$ cat config.mk
export PLATFORM = sky130hd
export DESIGN_NAME = vga_timing_gen_flat
export DESIGN_NICKNAME = d
export VERILOG_FILES = /design/src/rtl/vga_timing_gen_pkg.sv /design/src/rtl/vga_timing_gen_if.sv /design/src/rtl/vga_timing_gen_tick.sv /design/src/rtl/vga_timing_gen.sv /design/src/flat_wrapper.sv
export SDC_FILE = /design/constraint.sdc
export NUM_CORES = 1
export LEC_CHECK = 0
export ABC_CLOCK_PERIOD_IN_PS = 3950
export BUFFER_PORTS_ARGS = -buffer_cell sky130_fd_sc_hd__buf_4
export CAP_MARGIN = 20
export CORE_MARGIN = 1.5
export CORE_UTILIZATION = 45
export DETAILED_ROUTE_END_ITERATION = 8
export HOLD_SLACK_MARGIN = 0.02
export PLACE_DENSITY_LB_ADDON = 0.12
export SLEW_MARGIN = 20
export SYNTH_ARGS = -nofsm -noshare
export SYNTH_HDL_FRONTEND = slang
export SYNTH_SLANG_ARGS = --single-unit
$ cat constraint.sdc
create_clock -name clk -period 3.95 [get_ports clk]
set_input_delay 1.185 -clock clk [delete_from_list [all_inputs] [get_ports clk]]
set_output_delay 1.185 -clock clk [all_outputs]
set_load 0.03 [all_outputs]
$ cat src/rtl/vga_timing_gen_pkg.sv
// Shared types and default 640x480@60 Hz timing for the VGA raster generator.
// With a 100 MHz system clock, CLK_DIV=4 gives the nominal 25 MHz pixel rate.
package vga_pkg;

  // Raster coordinate; both totals must fit in 10 bits.
  typedef logic [9:0] coord_t;

  localparam int CLK_DIV_DEF   = 4;

  localparam int H_VISIBLE_DEF = 640;
  localparam int H_FP_DEF      = 16;
  localparam int H_SYNC_DEF    = 96;
  localparam int H_BP_DEF      = 48;
  localparam int H_TOTAL_DEF   = H_VISIBLE_DEF + H_FP_DEF + H_SYNC_DEF + H_BP_DEF;

  localparam int V_VISIBLE_DEF = 480;
  localparam int V_FP_DEF      = 10;
  localparam int V_SYNC_DEF    = 2;
  localparam int V_BP_DEF      = 33;
  localparam int V_TOTAL_DEF   = V_VISIBLE_DEF + V_FP_DEF + V_SYNC_DEF + V_BP_DEF;

  // Active level of h_sync and v_sync (0 = active-low).
  localparam bit SYNC_POL_DEF  = 1'b0;

endpackage

$ cat src/rtl/vga_timing_gen_if.sv
// Raster timing bundle from the timing generator to the image memory reader.
// The generator drives through master; consumers observe through slave.
interface vga_timing_gen_if;
  import vga_pkg::*;

  logic   pix_tick;
  logic   h_sync;
  logic   v_sync;
  logic   DE;
  coord_t x;
  coord_t y;
  logic   line_start;
  logic   frame_start;

  modport master (
    output pix_tick, h_sync, v_sync, DE, x, y, line_start, frame_start
  );

  modport slave (
    input  pix_tick, h_sync, v_sync, DE, x, y, line_start, frame_start
  );

endinterface

$ cat src/rtl/vga_timing_gen_tick.sv
// Pixel-rate divider: div_cnt cycles 0..CLK_DIV-1 and a registered tick follows each wrap.
// The module is pix_tick_gen. The whole divider freezes while en is low.
module pix_tick_gen #(
  parameter int CLK_DIV = 4
) (
  input  logic clk,
  input  logic rst_n,
  input  logic en,
  output logic tick
);

  localparam int            DW   = (CLK_DIV > 1) ? $clog2(CLK_DIV) : 1;
  localparam logic [DW-1:0] LAST = DW'(CLK_DIV - 1);

  logic [DW-1:0] div_cnt;
  logic          tick_r;

  always_ff @(posedge clk or negedge rst_n) begin
    if (!rst_n) begin
      div_cnt <= '0;
      tick_r  <= 1'b0;
    end else if (en) begin
      div_cnt <= (div_cnt == LAST) ? '0 : div_cnt + DW'(1);
      tick_r  <= (div_cnt == LAST);
    end
  end

  // A tick pending when en drops is held, and it is released again on re-enable.
  assign tick = tick_r & en;

endmodule

$ cat src/rtl/vga_timing_gen.sv
// VGA raster timing: pixel tick, x/y counters, registered sync/DE decode and start pulses.
// Qualifiers are decoded from next-state counters so they change on the same edge as x/y.
module vga_timing_gen
  import vga_pkg::*;
#(
  parameter int CLK_DIV   = CLK_DIV_DEF,
  parameter int H_VISIBLE = H_VISIBLE_DEF,
  parameter int H_FP      = H_FP_DEF,
  parameter int H_SYNC    = H_SYNC_DEF,
  parameter int H_BP      = H_BP_DEF,
  parameter int V_VISIBLE = V_VISIBLE_DEF,
  parameter int V_FP      = V_FP_DEF,
  parameter int V_SYNC    = V_SYNC_DEF,
  parameter int V_BP      = V_BP_DEF,
  parameter bit SYNC_POL  = SYNC_POL_DEF
) (
  input  logic                     clk,
  input  logic                     rst_n,
  input  logic                     en,
  vga_timing_gen_if.master         vga
);

  localparam int H_TOTAL = H_VISIBLE + H_FP + H_SYNC + H_BP;
  localparam int V_TOTAL = V_VISIBLE + V_FP + V_SYNC + V_BP;

  localparam coord_t H_LAST = coord_t'(H_TOTAL - 1);
  localparam coord_t V_LAST = coord_t'(V_TOTAL - 1);

  // Decode bounds carry one extra bit so a boundary equal to 1024 cannot alias to 0.
  localparam logic [10:0] H_VIS_B  = 11'(H_VISIBLE);
  localparam logic [10:0] HS_BEG_B = 11'(H_VISIBLE + H_FP);
  localparam logic [10:0] HS_END_B = 11'(H_VISIBLE + H_FP + H_SYNC);
  localparam logic [10:0] V_VIS_B  = 11'(V_VISIBLE);
  localparam logic [10:0] VS_BEG_B = 11'(V_VISIBLE + V_FP);
  localparam logic [10:0] VS_END_B = 11'(V_VISIBLE + V_FP + V_SYNC);

  logic   tick;
  coord_t x_q, y_q, x_nxt, y_nxt;
  logic   de_q, hs_q, vs_q, ls_q, fs_q;
  logic   de_nxt, hs_nxt, vs_nxt;
  logic   hs_act, vs_act;

  pix_tick_gen #(
    .CLK_DIV (CLK_DIV)
  ) u_tick (
    .clk   (clk),
    .rst_n (rst_n),
    .en    (en),
    .tick  (tick)
  );

  always_comb begin
    x_nxt = x_q;
    y_nxt = y_q;
    if (tick) begin
      if (x_q == H_LAST) begin
        x_nxt = '0;
        y_nxt = (y_q == V_LAST) ? '0 : y_q + coord_t'(1);
      end else begin
        x_nxt = x_q + coord_t'(1);
      end
    end

    hs_act = ({1'b0, x_nxt} >= HS_BEG_B) && ({1'b0, x_nxt} < HS_END_B);
    vs_act = ({1'b0, y_nxt} >= VS_BEG_B) && ({1'b0, y_nxt} < VS_END_B);
    de_nxt = ({1'b0, x_nxt} < H_VIS_B) && ({1'b0, y_nxt} < V_VIS_B);
    hs_nxt = hs_act ? SYNC_POL : !SYNC_POL;
    vs_nxt = vs_act ? SYNC_POL : !SYNC_POL;
  end

  always_ff @(posedge clk or negedge rst_n) begin
    if (!rst_n) begin
      x_q  <= '0;
      y_q  <= '0;
      de_q <= 1'b1;
      hs_q <= !SYNC_POL;
      vs_q <= !SYNC_POL;
      ls_q <= 1'b0;
      fs_q <= 1'b0;
    end else if (en) begin
      x_q  <= x_nxt;
      y_q  <= y_nxt;
      de_q <= de_nxt;
      hs_q <= hs_nxt;
      vs_q <= vs_nxt;
      // Pulses mark only the advance edge; any later enabled edge clears them.
      ls_q <= tick && (x_nxt == '0);
      fs_q <= tick && (x_nxt == '0) && (y_nxt == '0);
    end
  end

  assign vga.pix_tick    = tick;
  assign vga.x           = x_q;
  assign vga.y           = y_q;
  assign vga.DE          = de_q;
  assign vga.h_sync      = hs_q;
  assign vga.v_sync      = vs_q;
  assign vga.line_start  = ls_q & en;
  assign vga.frame_start = fs_q & en;

endmodule

$ cat src/flat_wrapper.sv
// flat-port wrapper written by rule: the top's interface ports become plain ports
module vga_timing_gen_flat import vga_pkg::*;
#(
  parameter int CLK_DIV   = CLK_DIV_DEF,
  parameter int H_VISIBLE = H_VISIBLE_DEF,
  parameter int H_FP      = H_FP_DEF,
  parameter int H_SYNC    = H_SYNC_DEF,
  parameter int H_BP      = H_BP_DEF,
  parameter int V_VISIBLE = V_VISIBLE_DEF,
  parameter int V_FP      = V_FP_DEF,
  parameter int V_SYNC    = V_SYNC_DEF,
  parameter int V_BP      = V_BP_DEF,
  parameter bit SYNC_POL  = SYNC_POL_DEF
)
  (clk, rst_n, en, vga_pix_tick, vga_h_sync, vga_v_sync, vga_DE, vga_x, vga_y, vga_line_start, vga_frame_start);
  vga_timing_gen_if vga_i ();
  input  logic clk;
  input  logic rst_n;
  input  logic en;
  output wire logic [$bits(vga_i.pix_tick)-1:0] vga_pix_tick;
  output wire logic [$bits(vga_i.h_sync)-1:0] vga_h_sync;
  output wire logic [$bits(vga_i.v_sync)-1:0] vga_v_sync;
  output wire logic [$bits(vga_i.DE)-1:0] vga_DE;
  output wire logic [$bits(vga_i.x)-1:0] vga_x;
  output wire logic [$bits(vga_i.y)-1:0] vga_y;
  output wire logic [$bits(vga_i.line_start)-1:0] vga_line_start;
  output wire logic [$bits(vga_i.frame_start)-1:0] vga_frame_start;
  assign vga_pix_tick = vga_i.pix_tick;
  assign vga_h_sync = vga_i.h_sync;
  assign vga_v_sync = vga_i.v_sync;
  assign vga_DE = vga_i.DE;
  assign vga_x = vga_i.x;
  assign vga_y = vga_i.y;
  assign vga_line_start = vga_i.line_start;
  assign vga_frame_start = vga_i.frame_start;
  vga_timing_gen #(.CLK_DIV(CLK_DIV), .H_VISIBLE(H_VISIBLE), .H_FP(H_FP), .H_SYNC(H_SYNC), .H_BP(H_BP), .V_VISIBLE(V_VISIBLE), .V_FP(V_FP), .V_SYNC(V_SYNC), .V_BP(V_BP), .SYNC_POL(SYNC_POL)) u_core (.clk(clk), .rst_n(rst_n), .en(en), .vga(vga_i));
endmodule
==> flow_summary.yaml <==
run_status:
  status: "finished, final reports clean"
sta:
  fmax_ghz: 0.335
  fin_crit_sh_pct: 75.6
  rsz0062_at_grt: "no"
  final_max_slew_viol_count: 0
  slew_headroom_pct: 60.4
  clock_skew_ns: 0.00436
  min_period_ns: 2.99
  finalSetupViolations: 0
  worst_slew_pin_slew_ns: 0.590
  hold_viol: 0
  setup_tns_ns: 0
placement:
  dp_hpwl_mm: 2.98
  dp_cells: 258
  gp_congestion: 0.948
  io_buffer_count: 28
cts:
  htree_levels: 1
  cts_hold_buffers: 0
  clk_path_buf_depth: 2
  cts_sinks: 28
  cts_setup_buffers: 0
  root_buffer: "clkbuf_8"
  clk_latency_ns: 0.27
  clkSlewWorstSetupHoldPaths_ns: 0.09
  cts_resized: 0
  cts_buffers: 3
  cts_tree: "done"
layout:
  syn_to_final_growth_pct: 16.9
  diodes: 0
  multi_input_area_um2: 955
  final_cells: 262
  final_common_cell: "buf_4"
  final_nets: 222
  register_area_um2: 704
  layout-drive-gt1-share_pct: 25.7
  fillers: 353
  final_cell_mix: "buf_4, dfrtp_1, inv_1, nor2_1, nand2_1"
die:
  initial_core_util_pct: 47.5
  io_pins: 29
  die_area_mm2: 0.00427
  fp.dieW_um: 65.4
  row_count: 22
  die_h_um: 65.4
  core_area_mm2: 0.00369
logic_synthesis:
  synth_edf_count: 0
  syn_nets: 193
  syn_area_mm2: 0.00175
  synth_cell_types: 50
  synth_seq_area_share_pct: 40.2
  yosysTopAreaCellShare_pct: 35.7
  synthCells: 186
  async_flop_share_pct: 100
  synth_top_cell_by_area: "dfrtp_1"
  ys_ff_latch: 28
  avgSynthCellArea_um2: 9.41
  synth_ff_type: "dfrtp_1"
  yosys-top-cells-area: "dfrtp_1, dfstp_2, xnor2_1, inv_1, nor2_1"
  ys.warnings.count: 0
global_routing:
  grt.overflow.total: 0
  antenna_found_initial: 0
  grt_pass1_wl_mm: 6.83
  track_usage_pct: 20.2
  grt_pass1_vias: 1426
  grt_max_degree: 29
power_and_ir_drop:
  power_leakage_uw: 0.000901
  internal-power_uw: 501
  swShare_pct: 36.3
  clockPowerShare_pct: 20.4
  p_per_area_mw_per_mm2: 384
  p_switching_uw: 285
  p_total_uw: 786
  peakVddDrop_mv: 0.264
  p_comb_share_pct: 30.7
  pwr-share-seq_pct: 48.9
critical_path:
  required_ns: 2.76
  worstSetupPathType: "in -> out"
  critical_path.max_fanout: 16
  cp-start-kind: "input port"
  critical_path.endpoint_type: "primary output"
  cp.arrival_ns: 1.80
route:
  vias: 1530
  drt.antenna.violating_nets: 0
  drt_first_iter_violations: 154
  dr.pass1.iters: 4
  drc: 0
  via_per_inst: 5.84
  wl_mm: 3.97
  wire_per_inst_um: 15.1
hold_path:
  hold_path_class: "reg -> reg"
run:
  cap_violations: 0
==> layer usage <==
layer | part of all wire [%] | track usage (%) | vias up
met1 | 45 | 27.2 | 745
met5 | 0 | 0 | -
met2 | 50 | 33.9 | 42
li1 | - | - | 741
met4 | 0.38 | 5.73 | 0
met3 | 4.6 | 2.91 | 2
==> area by class of cell <==
| type | instances | area share, % |
|---|---|---|
| Clock buffer | 4 | 2.20 |
| Inverter | 17 | 3.12 |
| Multi-Input combinational cell | 136 | 46.7 |
| Sequential cell | 28 | 34.4 |
| Tap cell | 48 | 2.94 |
| Timing Repair Buffer | 29 | 10.6 |
==> worst paths after layout <==
| check | from | to | slack, ns | cells after the start |
|---|---|---|---|---|
| min | u_core.vga.DE | u_core.vga.DE | 0.50 | 2 |
| min reg2reg | u_core.vga.DE | u_core.vga.DE | 0.50 | 2 |
| min in group asynchronous | rst_n | u_core.vga.y[4] | 0.81 | 1 |
| max | en | vga_pix_tick | 0.96 | 4 |
| max reg2reg | u_core.vga.y[5] | u_core.fs_q | 1.24 | 6 |
| max in group asynchronous | rst_n | u_core.vga.v_sync | 2.81 | 1 |
==> power groups by stage <==
stage                     clock, µW  sequential [µW]  combinational [µW]
after global routing            177              393                 266
final                           161              384                 241
after floorplan                   0              421                 122
after detailed placement          0              389                 241
after CTS                       169              384                 243
after global placement            0              387                 233
==> critical path, cell delays in order <==
cell and delay, ns:
buf_4 0.19, nand2_1 0.15, inv_1 0.11, buf_4 0.16
==> cell families (layout without fill, tap and decap cells) <==
kind of cell / Yosys count / count (layout) / share of synthesized area, %
multiplexers: 4 / 4 / 2.57
AO/OA/AOI/OAI: 43 / 43 / 16.9
XOR/XNOR: 9 / 9 / 4.50
buffers and inverters: 22 / 50 / 5.22
flip-flops: 28 / 28 / 40.2
adder cells (fa/ha/maj): 4 / 4 / 2.86
AND/OR/NAND/NOR: 76 / 76 / 27.7
==> sequential cells by signal, indices dropped and copies added, names as in the netlist <==
signal                 flops
u_core.fs_q                1
u_core.vga.h_sync          1
u_core.u_tick.div_cnt      2
u_core.vga.DE              1
u_core.ls_q                1
u_core.vga.x              10
u_core.vga.y              10
u_core.vga.v_sync          1
u_core.u_tick.tick_r       1
==> cell usage after synthesis (2+ instances only) <==
cell,count
a211o_1,3
a211oi_1,4
a21o_1,2
a21oi_1,7
a31oi_1,3
and3_1,5
clkbuf_1,3
dfrtp_1,25
dfstp_2,3
ha_1,4
inv_1,17
mux2_2,4
nand2_1,16
nand3_1,4
nand3_2,2
nand4_1,7
nand4b_1,2
nor2_1,17
nor2b_1,2
nor3_1,2
nor4_2,3
o21ai_0,11
o311ai_0,2
or3_1,2
or4_4,3
xnor2_1,9
==> per-stage QoR <==
stage | hold WS (ns) | worst slack [ns] | utilization [%] | area (µm²)
after global placement | 0.479 | 0.764 | 54.2 | 2000
after CTS | 0.501 | 0.955 | 55.5 | 2050
after floorplan | 0.485 | 0.718 | - | 1750
after detailed placement | 0.486 | 0.678 | 54.2 | 2000
final | 0.497 | 0.964 | 55.5 | 2050
after global routing | 0.522 | 0.789 | 55.5 | 2050
Power figures use the tool's default switching activity.
